### config.mk
export PLATFORM = sky130hd
export DESIGN_NAME = pico_issue_ctrl
export DESIGN_NICKNAME = d
export VERILOG_FILES = /design/src/rtl/pico_issue_ctrl.sv
export SDC_FILE = /design/constraint.sdc
export NUM_CORES = 1
export LEC_CHECK = 0
export ABC_AREA = 1
export CAP_MARGIN = 15
export CELL_PAD_IN_SITES_DETAIL_PLACEMENT = 0
export CELL_PAD_IN_SITES_GLOBAL_PLACEMENT = 1
export CORE_MARGIN = 10
export CORE_UTILIZATION = 42
export DETAILED_ROUTE_END_ITERATION = 16
export PLACE_DENSITY_LB_ADDON = 0.1
export REMOVE_ABC_BUFFERS = 1
export SYNTH_ARGS = -nofsm -noshare
export SYNTH_HDL_FRONTEND = slang
export SYNTH_SLANG_ARGS = --single-unit
### constraint.sdc
create_clock -name clk -period 1.95 [get_ports clk]
set_input_delay 0.2925 -clock clk [delete_from_list [all_inputs] [get_ports clk]]
set_output_delay 0.2925 -clock clk [all_outputs]
set_load 0.005 [all_outputs]
### src/rtl/pico_issue_ctrl.sv
// pico_issue_ctrl: instruction issue sequencer between the pin-level loader and the
// 8-bit pico RISC-V core. Buffers 16-bit words in a DEPTH-entry FIFO and issues one at
// a time, waiting for the core's completion strobe before the next issue.
//
// Ports:
//   clk, rst_n                 clock, asynchronous active-low reset
//   in_valid_i, in_instr_i     loader offers a word
//   in_ready_o                 FIFO accepts a word this cycle
//   issue_valid_o/issue_instr_o head word offered to the core
//   issue_ready_i              core accepts the offered word
//   core_done_i                one-cycle retire strobe (only honoured in WAIT)
//   core_branch_taken_i        qualified by core_done_i; may flush the queue
//   busy_o                     sequencer active or FIFO non-empty
//   flush_pulse_o              one-cycle strobe while the queue is discarded
//   fifo_count_o               current occupancy
//   issued_cnt_o               retired-instruction counter, wraps at 256
//   err_timeout_o              sticky core-stall flag, cleared only by reset
module pico_issue_ctrl #(
   parameter int unsigned DEPTH           = 4,
   parameter int unsigned TIMEOUT         = 15,
   parameter int unsigned HOLDOFF         = 3,
   parameter bit          FLUSH_ON_BRANCH = 1'b1
) (
   input  logic                       clk,
   input  logic                       rst_n,
   input  logic                       in_valid_i,
   input  logic [15:0]                in_instr_i,
   output logic                       in_ready_o,
   output logic                       issue_valid_o,
   output logic [15:0]                issue_instr_o,
   input  logic                       issue_ready_i,
   input  logic                       core_done_i,
   input  logic                       core_branch_taken_i,
   output logic                       busy_o,
   output logic                       flush_pulse_o,
   output logic [$clog2(DEPTH):0]     fifo_count_o,
   output logic [7:0]                 issued_cnt_o,
   output logic                       err_timeout_o
);

   localparam int unsigned AW = $clog2(DEPTH);
   localparam int unsigned CW = AW + 1;

   localparam logic [CW-1:0] DepthC   = CW'(DEPTH);
   localparam logic [7:0]    TimeoutC = 8'(TIMEOUT);
   localparam logic [2:0]    HoldoffC = 3'(HOLDOFF);

   typedef enum logic [1:0] {StIdle, StIssue, StWait, StFlush} state_e;

   state_e        state_q, state_d;
   logic [15:0]   mem_q [DEPTH];
   logic [AW-1:0] wptr_q, wptr_d;
   logic [AW-1:0] rptr_q, rptr_d;
   logic [CW-1:0] count_q, count_d;
   logic [2:0]    holdoff_q, holdoff_d;
   logic [7:0]    tmo_q, tmo_d;
   logic [7:0]    issued_q, issued_d;
   logic          err_q, err_d;
   logic          push, pop, clear;

   // Ready depends only on registered state, so a pop never opens a slot in the same cycle.
   assign in_ready_o    = (count_q < DepthC) && (holdoff_q == 3'd0) && (state_q != StFlush);
   assign push          = in_valid_i && in_ready_o;
   assign issue_instr_o = mem_q[rptr_q];
   assign busy_o        = (state_q != StIdle) || (count_q != '0);
   assign fifo_count_o  = count_q;
   assign issued_cnt_o  = issued_q;
   assign err_timeout_o = err_q;

   always_comb begin
      state_d       = state_q;
      tmo_d         = tmo_q;
      issued_d      = issued_q;
      err_d         = err_q;
      issue_valid_o = 1'b0;
      flush_pulse_o = 1'b0;
      pop           = 1'b0;
      clear         = 1'b0;
      holdoff_d     = (holdoff_q != 3'd0) ? holdoff_q - 3'd1 : holdoff_q;

      unique case (state_q)
         StIdle: begin
            if (count_q != '0 && holdoff_q == 3'd0) begin
               state_d = StIssue;
            end
         end
         StIssue: begin
            issue_valid_o = 1'b1;
            if (issue_ready_i) begin
               pop     = 1'b1;
               tmo_d   = 8'd0;
               state_d = StWait;
            end
         end
         StWait: begin
            tmo_d = tmo_q + 8'd1;
            // Retirement takes priority over a timeout landing in the same cycle.
            if (core_done_i) begin
               issued_d = issued_q + 8'd1;
               state_d  = (core_branch_taken_i && FLUSH_ON_BRANCH) ? StFlush : StIdle;
            end else if (tmo_d == TimeoutC) begin
               err_d   = 1'b1;
               state_d = StIdle;
            end
         end
         StFlush: begin
            flush_pulse_o = 1'b1;
            clear         = 1'b1;
            state_d       = StIdle;
         end
         default: state_d = StIdle;
      endcase
   end

   always_comb begin
      wptr_d  = wptr_q;
      rptr_d  = rptr_q;
      count_d = count_q;
      if (clear) begin
         wptr_d  = '0;
         rptr_d  = '0;
         count_d = '0;
      end else begin
         if (push) wptr_d = wptr_q + AW'(1);
         if (pop)  rptr_d = rptr_q + AW'(1);
         unique case ({push, pop})
            2'b10:   count_d = count_q + CW'(1);
            2'b01:   count_d = count_q - CW'(1);
            default: count_d = count_q;
         endcase
      end
   end

   always_ff @(posedge clk or negedge rst_n) begin
      if (!rst_n) begin
         state_q   <= StIdle;
         wptr_q    <= '0;
         rptr_q    <= '0;
         count_q   <= '0;
         holdoff_q <= HoldoffC;
         tmo_q     <= 8'd0;
         issued_q  <= 8'd0;
         err_q     <= 1'b0;
      end else begin
         state_q   <= state_d;
         wptr_q    <= wptr_d;
         rptr_q    <= rptr_d;
         count_q   <= count_d;
         holdoff_q <= holdoff_d;
         tmo_q     <= tmo_d;
         issued_q  <= issued_d;
         err_q     <= err_d;
      end
   end

   // Storage is reset too so the head word output reads zero while in reset.
   always_ff @(posedge clk or negedge rst_n) begin
      if (!rst_n) begin
         for (int i = 0; i < DEPTH; i++) mem_q[i] <= 16'h0000;
      end else if (push) begin
         mem_q[wptr_q] <= in_instr_i;
      end
   end

endmodule

==> results.sh, run 1 <==
export IMPL_synth_avg_cell_area_um2=8.62
export IMPL_viasPerCell=4.96
export IMPL_place_ws_ps=71.3
export IMPL_fin_tns_setup_ps=0
export IMPL_antenna_cells=0
export IMPL_clock_latency_ps=360
export IMPL_fin_crit_sh_pct=95.1
export IMPL_worst_slack_ps=95.3
export IMPL_power_mw=8.17
export IMPL_grt_max_degree=61
export IMPL_synthCells=505
export IMPL_die_w_um=122
export IMPL_synthTopCellsByCount="112 x nand2_1, 91 x dfrtp_1, 66 x o21ai_1, 46 x o21ai_0, 45 x nor2_1"
export IMPL_place_gp_congestion=0.793
export IMPL_clockBufferDepth=2
export IMPL_clock_sinks=93
export IMPL_setup_viol=0
export IMPL_synth_edf_count=0
export IMPL_gr_usage_all_layers_pct=14.2
export IMPL_relSlewSlack_pct=75.3
export IMPL_max_freq_mhz=539
export IMPL_die_area_mm2=0.0148
export IMPL_final_nets=601
export IMPL_final_cells=710
export IMPL_ys_top_cells_by_area="dfrtp_1 52%, nand2_1 9.7%, o21ai_1 7.6%"
export IMPL_final_layout_size_suffix_gt1_share_pct=13.6
export IMPL_grt_pass1_vias=3534
export IMPL_synth_seq_cells=93
export IMPL_dr_first_iter_drc_count=222
export IMPL_tightest_slew_ps=371
export IMPL_peakVddDrop_uv=558
export IMPL_clkSlewWorstSetupHoldPaths_ps=90
export IMPL_path_cells="buf_4 -> buf_8 -> o21ai_1 -> o22ai_1 -> dlygate4sd2_1"
export IMPL_power_switching_mw=3.06
export IMPL_yosys_cell_count_top_type="nand2_1"
export IMPL_syn_area_mm2=0.00436
export IMPL_syn_to_final_growth_pct=25.2
export IMPL_ys_types=28
export IMPL_pwr_density_cell_mw_per_mm2=1500
export IMPL_cts_inserted_buffers=9
export IMPL_post_place_cells=690
export IMPL_worstSetupEndpointType="output pin"
export IMPL_ys_warn_count=0
export IMPL_synth_ff_type="dfrtp_1"
export IMPL_hold_viol=0
export IMPL_portBuffers=53
export IMPL_p_clk_share_pct=17.9
export IMPL_hold_path_class="input pin to async pin"
export IMPL_critPathKind="flip-flop to output pin"
export IMPL_vias=3519
export IMPL_route_detailed_drc=0
export IMPL_power_internal_mw=5.11
export IMPL_antenna_left=0
export IMPL_finalCriticalPeriod_ps=1850
export IMPL_seqPwrFrac_pct=39.3
export IMPL_start_util_pct=42.6
export IMPL_power_leakage_nw=2.61
export IMPL_report_final_slew_viol_count=0
export IMPL_synth_seq_area_share_pct=53.5
export IMPL_dr_pass1_iters=4
export IMPL_drv_cap=0
export IMPL_rows=37
export IMPL_crit_arrival_ps=1560
export IMPL_wl_per_cell_um=14.1
export IMPL_grt_overflow=0
export IMPL_yosysTopAreaCell="dfrtp_1"
export IMPL_rsz0062_at_grt="yes"
export IMPL_crit_slowest_cell="dfrtp_1"
export IMPL_io_pins=54
export IMPL_place_hpwl_mm=6.91
export IMPL_fin_skew_ps=11.4
export IMPL_fp_dieH_um=122
export IMPL_synth_top_area_share_pct=52.3
export IMPL_worstPathMaxFanout=12
export IMPL_crit_required_ps=1660
export IMPL_sw_frac_of_total_pct=37.5
export IMPL_antenna_found_initial=0
export IMPL_combPwrFrac_pct=42.7
export IMPL_cts_root_buffer="clkbuf_8"
export IMPL_status="complete, no violations"
export IMPL_grt_pass1_wl_mm=17.1
export IMPL_critPathLaunchType="flip-flop"
export IMPL_critPathMaxStageDelay_ps=420
export IMPL_coreArea_mm2=0.0102
export IMPL_async_flop_share_pct=100
export IMPL_drt_wl_total_mm=10.0
export IMPL_tritoncts="done"
export IMPL_htreeDepth=3
==> state kept, by name, summed over array words and instances (netlist names) <==
signal and count:
err_timeout_o 1, fifo_count_o 3, holdoff_q 3, issued_cnt_o 8, mem_q 64, rptr_q 2, state_q 2, tmo_q 8
wptr_q 2
==> what timing repair did <==
action,CTS,global route
setup endpoints to repair,19,18
hold endpoints to repair,25,0
hold buffers,1,0
resized for setup,30,33
buffers inserted,1,2
pin swaps,0,4
==> cell usage in the layout, fill, tap and decap left out, drive strengths merged, types with 3 or more instances in the layout <==
cell | Yosys | final
nand2 | 118 | 118
o21ai | 112 | 112
dfrtp | 91 | 91
nor2 | 49 | 49
inv | 48 | 48
clkdlybuf4s50 | 0 | 33
buf | 12 | 21
nand3 | 19 | 19
o22ai | 17 | 17
clkbuf | 9 | 14
dlygate4sd2 | 0 | 11
ha | 9 | 9
xor2 | 7 | 7
xnor2 | 3 | 3
a21oi | 3 | 3
clkinvlp | 0 | 3
clkdlybuf4s15 | 0 | 3
==> area by class of cell <==
type,count,area [um2]
clock buffers,11,151
repair buffers,74,762
well taps,136,170
fillers,997,4780
multi-input cells,343,1770
flip-flops and latches,93,2330
clock inverters,5,82.6
inverters,48,180
==> power by group through the flow <==
stage                     combinational, mW  sequential, mW  clock, mW
after floorplan                        1.88            3.18          0
after global placement                 3.58            3.22          0
after detailed placement               3.61            3.23          0
after CTS                              3.48            3.21       1.51
after global routing                   4.00            3.33       1.59
final                                  3.49            3.21       1.46
==> final timing paths <==
path	startpoint	endpoint	slack (ps)	depth (start not counted)
worst max-delay path	rptr_q[0]$_DFFE_PN0P_	issue_instr_o[12]	100	5
worst min-delay path	rst_n	mem_q[11]$_DFFE_PN0P_	380	2
worst max register to register	holdoff_q[0]$_DFFE_PN1P_	fifo_count_o[1]$_DFFE_PN0P_	120	10
worst min register to register	err_timeout_o$_DFFE_PN0P_	err_timeout_o$_DFFE_PN0P_	480	1
max in group asynchronous	rst_n	holdoff_q[0]$_DFFE_PN1P_	870	3
min in group clk	err_timeout_o$_DFFE_PN0P_	err_timeout_o$_DFFE_PN0P_	480	1
==> through the flow <==
stage               hold slack [ps]  instance area (um2)  utilization (%)
global placement                237                 5140             50.3
floorplan                     -3.09                 4240                -
detailed placement              234                 5140             50.3
CTS                             382                 5410             52.9
finish                          378                 5450             53.3
global route                    396                 5450             53.3
==> metal layers <==
| layer | global-route usage, % | up-vias | routed length [um] |
|---|---|---|---|
| met3 | 4.81 | 12 | 649 |
| met5 | 0 | - | 0 |
| li1 | - | 1784 | - |
| met1 | 17.6 | 1667 | 4630 |
| met4 | 4.47 | 0 | 129 |
| met2 | 22.8 | 56 | 4630 |
==> cells by family after synthesis <==
| kind of cell | count (synthesis) | share of synthesized area [%] |
|---|---|---|
| adders and majority gates | 10 | 3.05 |
| buffers and inverters | 69 | 6.75 |
| and+or+nand+nor | 190 | 18.8 |
| DFF | 93 | 53.5 |
| xor gates and xnor gates | 10 | 2.01 |
| AOI/OAI and AO/OA | 133 | 15.9 |
==> worst max-delay path, delay by kind of cell (launching register included) <==
kind	cells	cell delay (ps)
buf+inv	3	570
flops	1	420
compound gates	2	220
(Power assumes the default switching activity.)
==> run 2: changes to the inputs <==
--- a/config.mk
+++ b/config.mk
@@ -7,7 +7,7 @@
 export LEC_CHECK = 0
 export ABC_AREA = 1
 export CAP_MARGIN = 15
-export CELL_PAD_IN_SITES_DETAIL_PLACEMENT = 0
+export CELL_PAD_IN_SITES_DETAIL_PLACEMENT = 1
 export CELL_PAD_IN_SITES_GLOBAL_PLACEMENT = 1
 export CORE_MARGIN = 10
 export CORE_UTILIZATION = 42
==> run 2 against run 1 <==
Clock-buffer cell count unchanged. Register-to-register slack about the same. Clock skew is 2.2 ps lower. Power decreased by 0.18%. Via count rose by 3.6%. Non-clock buffer count rose by 1. Cell count grew 0.14%. Fmax shrank 0.23%. Critical path depth stayed put. Sequential power about the same. Largest cell class unchanged. Largest power group unchanged.
==> results.sh, run 2 (synthesized netlist as in run 1, its figures left out) <==
export IMPL_rsz0062_at_grt="yes"
export IMPL_fin_crit_sh_pct=95.3
export IMPL_die_area_mm2=0.0148
export IMPL_dr_pass1_iters=4
export IMPL_fin_tns_setup_ps=0
export IMPL_crit_arrival_ps=1570
export IMPL_p_clk_share_pct=16.2
export IMPL_final_nets=602
export IMPL_coreArea_mm2=0.0102
export IMPL_post_place_cells=690
export IMPL_relSlewSlack_pct=74.8
export IMPL_power_mw=8.16
export IMPL_htreeDepth=3
export IMPL_fp_dieH_um=122
export IMPL_route_detailed_drc=0
export IMPL_cts_root_buffer="clkbuf_8"
export IMPL_tritoncts="done"
export IMPL_finalCriticalPeriod_ps=1860
export IMPL_regMostFlops="mem_q"
export IMPL_combPwrFrac_pct=44.2
export IMPL_clock_sinks=93
export IMPL_rows=37
export IMPL_wl_per_cell_um=16.2
export IMPL_final_common_cell="nand2_1"
export IMPL_place_gp_congestion=0.793
export IMPL_grt_max_degree=61
export IMPL_gr_usage_all_layers_pct=15.9
export IMPL_sw_frac_of_total_pct=39.0
export IMPL_r2r_slack_ps=110
export IMPL_cts_inserted_buffers=9
export IMPL_place_hpwl_mm=7.88
export IMPL_power_internal_mw=4.97
export IMPL_highest_layer="met4"
export IMPL_hold_viol=0
export IMPL_grt_pass1_wl_mm=19.2
export IMPL_drv_cap=0
export IMPL_wl_met2_mm=5.73
export IMPL_clock_latency_ps=360
export IMPL_pwr_density_cell_mw_per_mm2=1500
export IMPL_start_util_pct=42.6
export IMPL_tightest_slew_ps=379
export IMPL_drt_met1_wl_mm=5.13
export IMPL_fill_cells=1206
export IMPL_critPathKind="flip-flop to output pin"
export IMPL_antenna_cells=0
export IMPL_die_w_um=122
export IMPL_dr_first_iter_drc_count=167
export IMPL_grt_pass1_vias=3876
export IMPL_critPathLaunchType="flip-flop"
export IMPL_seqPwrFrac_pct=39.6
export IMPL_io_pins=54
export IMPL_regArea_mm2=0.00233
export IMPL_multi_input_area_mm2=0.00175
export IMPL_final_cells=711
export IMPL_status="complete, no violations"
export IMPL_report_final_slew_viol_count=0
export IMPL_peakVddDrop_uv=660
export IMPL_largest_register_ff_count=64
export IMPL_power_leakage_nw=2.64
export IMPL_crit_required_ps=1660
export IMPL_viasPerCell=5.13
export IMPL_grt_overflow=0
export IMPL_vias=3646
export IMPL_worstSetupEndpointType="output pin"
export IMPL_final_layout_size_suffix_gt1_share_pct=12.7
export IMPL_setup_viol=0
export IMPL_fin_skew_ps=9.12
export IMPL_antenna_found_initial=0
export IMPL_worstPathMaxFanout=12
export IMPL_clkSlewWorstSetupHoldPaths_ps=90
export IMPL_power_switching_mw=3.18
export IMPL_hold_path_class="input pin to async pin"
export IMPL_drt_wl_total_mm=11.5
export IMPL_wl_met3_um=557
export IMPL_portBuffers=53
export IMPL_clockBufferDepth=2
export IMPL_max_freq_mhz=538
export IMPL_layout_common_cells="110 x nand2_1, 87 x dfrtp_1, 67 x o21ai_1"
export IMPL_antenna_left=0
export IMPL_syn_to_final_growth_pct=24.7
[run 2: power groups by stage]
| stage | combinational, mW | clock [mW] | sequential, mW |
|---|---|---|---|
| 6_report | 3.60 | 1.32 | 3.23 |
| 5_1_grt | 4.10 | 1.45 | 3.34 |
| 4_1_cts | 3.61 | 1.37 | 3.23 |
| 3_5_place_dp | 3.71 | 0 | 3.24 |
| 3_3_place_gp | 3.58 | 0 | 3.22 |
| 2_1_floorplan | 1.88 | 0 | 3.18 |
[run 2: routing by layer]
metal | up-vias | global-route usage [%]
li1 | 1774 | -
met1 | 1815 | 19.3
met2 | 47 | 26.9
met3 | 10 | 4.53
met4 | 0 | 4.69
met5 | - | 0
[run 2: final timing paths]
check / startpoint / depth (start not counted) / to
min reg2reg: issued_cnt_o[7]$_DFFE_PN0P_ / 1 / issued_cnt_o[7]$_DFFE_PN0P_
max: rptr_q[0]$_DFFE_PN0P_ / 5 / issue_instr_o[7]
min: rst_n / 2 / mem_q[27]$_DFFE_PN0P_
max in group asynchronous: rst_n / 3 / holdoff_q[0]$_DFFE_PN1P_
min in group clk: issued_cnt_o[7]$_DFFE_PN0P_ / 1 / issued_cnt_o[7]$_DFFE_PN0P_
max reg2reg: holdoff_q[0]$_DFFE_PN1P_ / 10 / fifo_count_o[1]$_DFFE_PN0P_
[run 2: layout make-up]
type | instances | area share [%]
multi-input combinational | 343 | 32.2
sequential | 93 | 43.0
inverter | 48 | 3.41
clock buffer | 11 | 2.60
timing repair buffer | 75 | 14.6
tap | 136 | 3.13
clock inverter | 5 | 1.08
[run 2: repair_timing]
action / in CTS / in global routing
endpoints found under the setup margin: 19 / 16
gates resized for setup: 22 / 23
pin swaps: 1 / 6
hold buffers: 1 / 0
hold endpoints to repair: 25 / 0
setup buffers: 0 / 3
cloned: 0 / 1
[run 2: critical path, stage by stage (launching register included)]
cell           delay [ps]
dfrtp_2               450
inv_4                 110
buf_8                 140
o21ai_0                80
o22ai_1               160
dlygate4sd2_1         260
[run 2: metrics by stage]
stage / utilization, % / setup slack [ps] / hold slack [ps] / cell area (um2)
floorplan: - / 78.6 / -3.09 / 4240
global placement: 50.3 / 108 / 237 / 5140
detailed placement: 50.3 / 6.32 / 235 / 5140
CTS: 52.4 / -209 / 381 / 5360
global route: 53.1 / -18.0 / 403 / 5430
finish: 53.1 / 91.1 / 385 / 5430
==> run 3: changes to the inputs <==
--- a/config.mk
+++ b/config.mk
@@ -17,3 +17,4 @@
 export SYNTH_ARGS = -nofsm -noshare
 export SYNTH_HDL_FRONTEND = slang
 export SYNTH_SLANG_ARGS = --single-unit
+export TNS_END_PERCENT = 50
==> run 3 against run 2 <==
Global-route usage about the same. Design area decreased by 0.69%. Largest power group unchanged. First-iteration DRC count decreased by 19%. Sequential power about the same. Highest routed layer unchanged. Clock skew about the same. Register-to-register slack about the same. Sequential cell count unchanged.
==> results.sh, run 3 (synthesized netlist as in run 1, its figures left out) <==
export IMPL_gr_usage_all_layers_pct=15.9
export IMPL_power_leakage_nw=2.62
export IMPL_dr_first_iter_drc_count=136
export IMPL_setup_viol=0
export IMPL_place_hpwl_mm=7.88
export IMPL_report_final_slew_viol_count=0
export IMPL_portBuffers=53
export IMPL_grt_pass1_wl_mm=19.1
export IMPL_fin_crit_sh_pct=96.0
export IMPL_grt_max_degree=61
export IMPL_rows=37
export IMPL_grt_pass1_vias=3868
export IMPL_clock_sinks=93
export IMPL_syn_to_final_growth_pct=23.8
export IMPL_clkSlewWorstSetupHoldPaths_ps=90
export IMPL_coreArea_mm2=0.0102
export IMPL_critPathKind="flip-flop to output pin"
export IMPL_route_detailed_drc=0
export IMPL_tritoncts="done"
export IMPL_largest_register_ff_count=64
export IMPL_critPathLaunchType="flip-flop"
export IMPL_final_nets=599
export IMPL_crit_arrival_ps=1580
export IMPL_crit_required_ps=1660
export IMPL_drv_cap=0
export IMPL_path_cells="inv_1 -> ha_1 -> nand2_2 -> nor3_1 -> clkdlybuf4s15_1"
export IMPL_finalCriticalPeriod_ps=1870
export IMPL_wl_per_cell_um=15.9
export IMPL_dr_pass1_iters=4
export IMPL_crit_slowest_cell="dfstp_2"
export IMPL_fp_dieH_um=122
export IMPL_post_place_cells=690
export IMPL_hold_viol=0
export IMPL_critPathMaxStageDelay_ps=540
export IMPL_drt_wl_total_mm=11.2
export IMPL_worstSetupEndpointType="output pin"
export IMPL_antenna_found_initial=0
export IMPL_final_cells=708
export IMPL_layout_common_cells="110 x nand2_1, 87 x dfrtp_1, 66 x o21ai_1"
export IMPL_final_common_cell="nand2_1"
export IMPL_antenna_left=0
export IMPL_final_layout_size_suffix_gt1_share_pct=11.9
export IMPL_cts_inserted_buffers=9
export IMPL_htreeDepth=3
export IMPL_start_util_pct=42.6
export IMPL_cts_root_buffer="clkbuf_8"
export IMPL_status="complete, no violations"
export IMPL_worst_slack_ps=78.0
export IMPL_clock_latency_ps=360
export IMPL_die_w_um=122
export IMPL_viasPerCell=5.13
export IMPL_fill_cells=1207
export IMPL_vias=3634
export IMPL_rsz0062_at_grt="yes"
export IMPL_place_ws_ps=6.32
export IMPL_fin_skew_ps=8.75
export IMPL_peakVddDrop_uv=668
export IMPL_max_freq_mhz=534
export IMPL_die_area_mm2=0.0148
export IMPL_post_route_util_pct=52.7
export IMPL_worstPathMaxFanout=4
export IMPL_pwr_density_cell_mw_per_mm2=1490
export IMPL_io_pins=54
export IMPL_place_gp_congestion=0.793
export IMPL_tightest_slew_ps=371
export IMPL_regMostFlops="mem_q"
export IMPL_antenna_cells=0
export IMPL_grt_overflow=0
export IMPL_relSlewSlack_pct=75.2
export IMPL_hold_path_class="input pin to async pin"
export IMPL_clockBufferDepth=2
==> run 3: changes by cell type in the layout (fill, tap and decap cells not counted) <==
cell,change
buf_4,-2
buf_6,+1
buf_8,-1
clkbuf_16,-1
clkbuf_2,-2
clkdlybuf4s15_1,+1
dlygate4sd2_1,+1
inv_2,+1
inv_4,-1
o21ai_0,+1
o21ai_1,-1
==> run 3: final timing paths <==
kind / slack [ps] / to / cells past startpoint / start
setup / recovery: 80 / in_ready_o / 5 / holdoff_q[0]$_DFFE_PN1P_
hold / removal: 380 / mem_q[27]$_DFFE_PN0P_ / 2 / rst_n
setup reg to reg: 100 / fifo_count_o[1]$_DFFE_PN0P_ / 10 / holdoff_q[0]$_DFFE_PN1P_
hold reg to reg: 490 / issued_cnt_o[7]$_DFFE_PN0P_ / 1 / issued_cnt_o[7]$_DFFE_PN0P_
max in group asynchronous: 880 / holdoff_q[0]$_DFFE_PN1P_ / 3 / rst_n
min in group clk: 490 / issued_cnt_o[7]$_DFFE_PN0P_ / 1 / issued_cnt_o[7]$_DFFE_PN0P_
==> run 3: area by class of cell <==
type	instances	area [um2]	share of cell area (%)
Sequential cell	93	2330	43.3
Multi-Input combinational cell	343	1750	32.4
Timing Repair Buffer	72	759	14.1
Inverter	48	183	3.39
Tap cell	136	170	3.15
Clock buffer	11	141	2.62
Clock inverter	5	58.8	1.09
==> run 3: routing by layer <==
metal	track usage, %	share of wire, %	up-vias
li1	-	-	1772
met2	26.9	49	47
met1	19.3	44	1805
met5	0	0	-
met3	4.53	5.0	10
met4	4.69	1.1	0
==> run 3: stage by stage <==
stage	total power [mW]	hold slack, ps	setup TNS, ps	instance area (um2)
finish	8.06	382	0	5390
global route	8.80	398	-30.5	5390
CTS	8.20	381	-687	5360
detailed placement	6.96	235	0	5140
global placement	6.80	237	0	5140
floorplan	5.06	-3.09	0	4240
==> run 3: critical path, delay by kind of cell (launching register included) <==
kind,cells,cell delay (ps)
fa+ha+maj,1,200
buf+inv,2,290
flops,1,540
simple gates,2,190
==> run 3: power breakdown <==
group	leakage [nW]	switching (mW)	internal [mW]
combinational	1.35	1.93	1.58
sequential	1.17	0.518	2.71
clock	0.0959	0.691	0.631
==> run 3: repair_timing <==
| action | CTS | global route |
|---|---|---|
| resized for setup | 21 | 17 |
| buffers inserted | 0 | 1 |
| cloned | 0 | 0 |
| hold buffers | 1 | 0 |
| pin swaps | 1 | 5 |
| endpoints found under the hold margin | 25 | 0 |
| endpoints found under the setup margin | 19 | 16 |
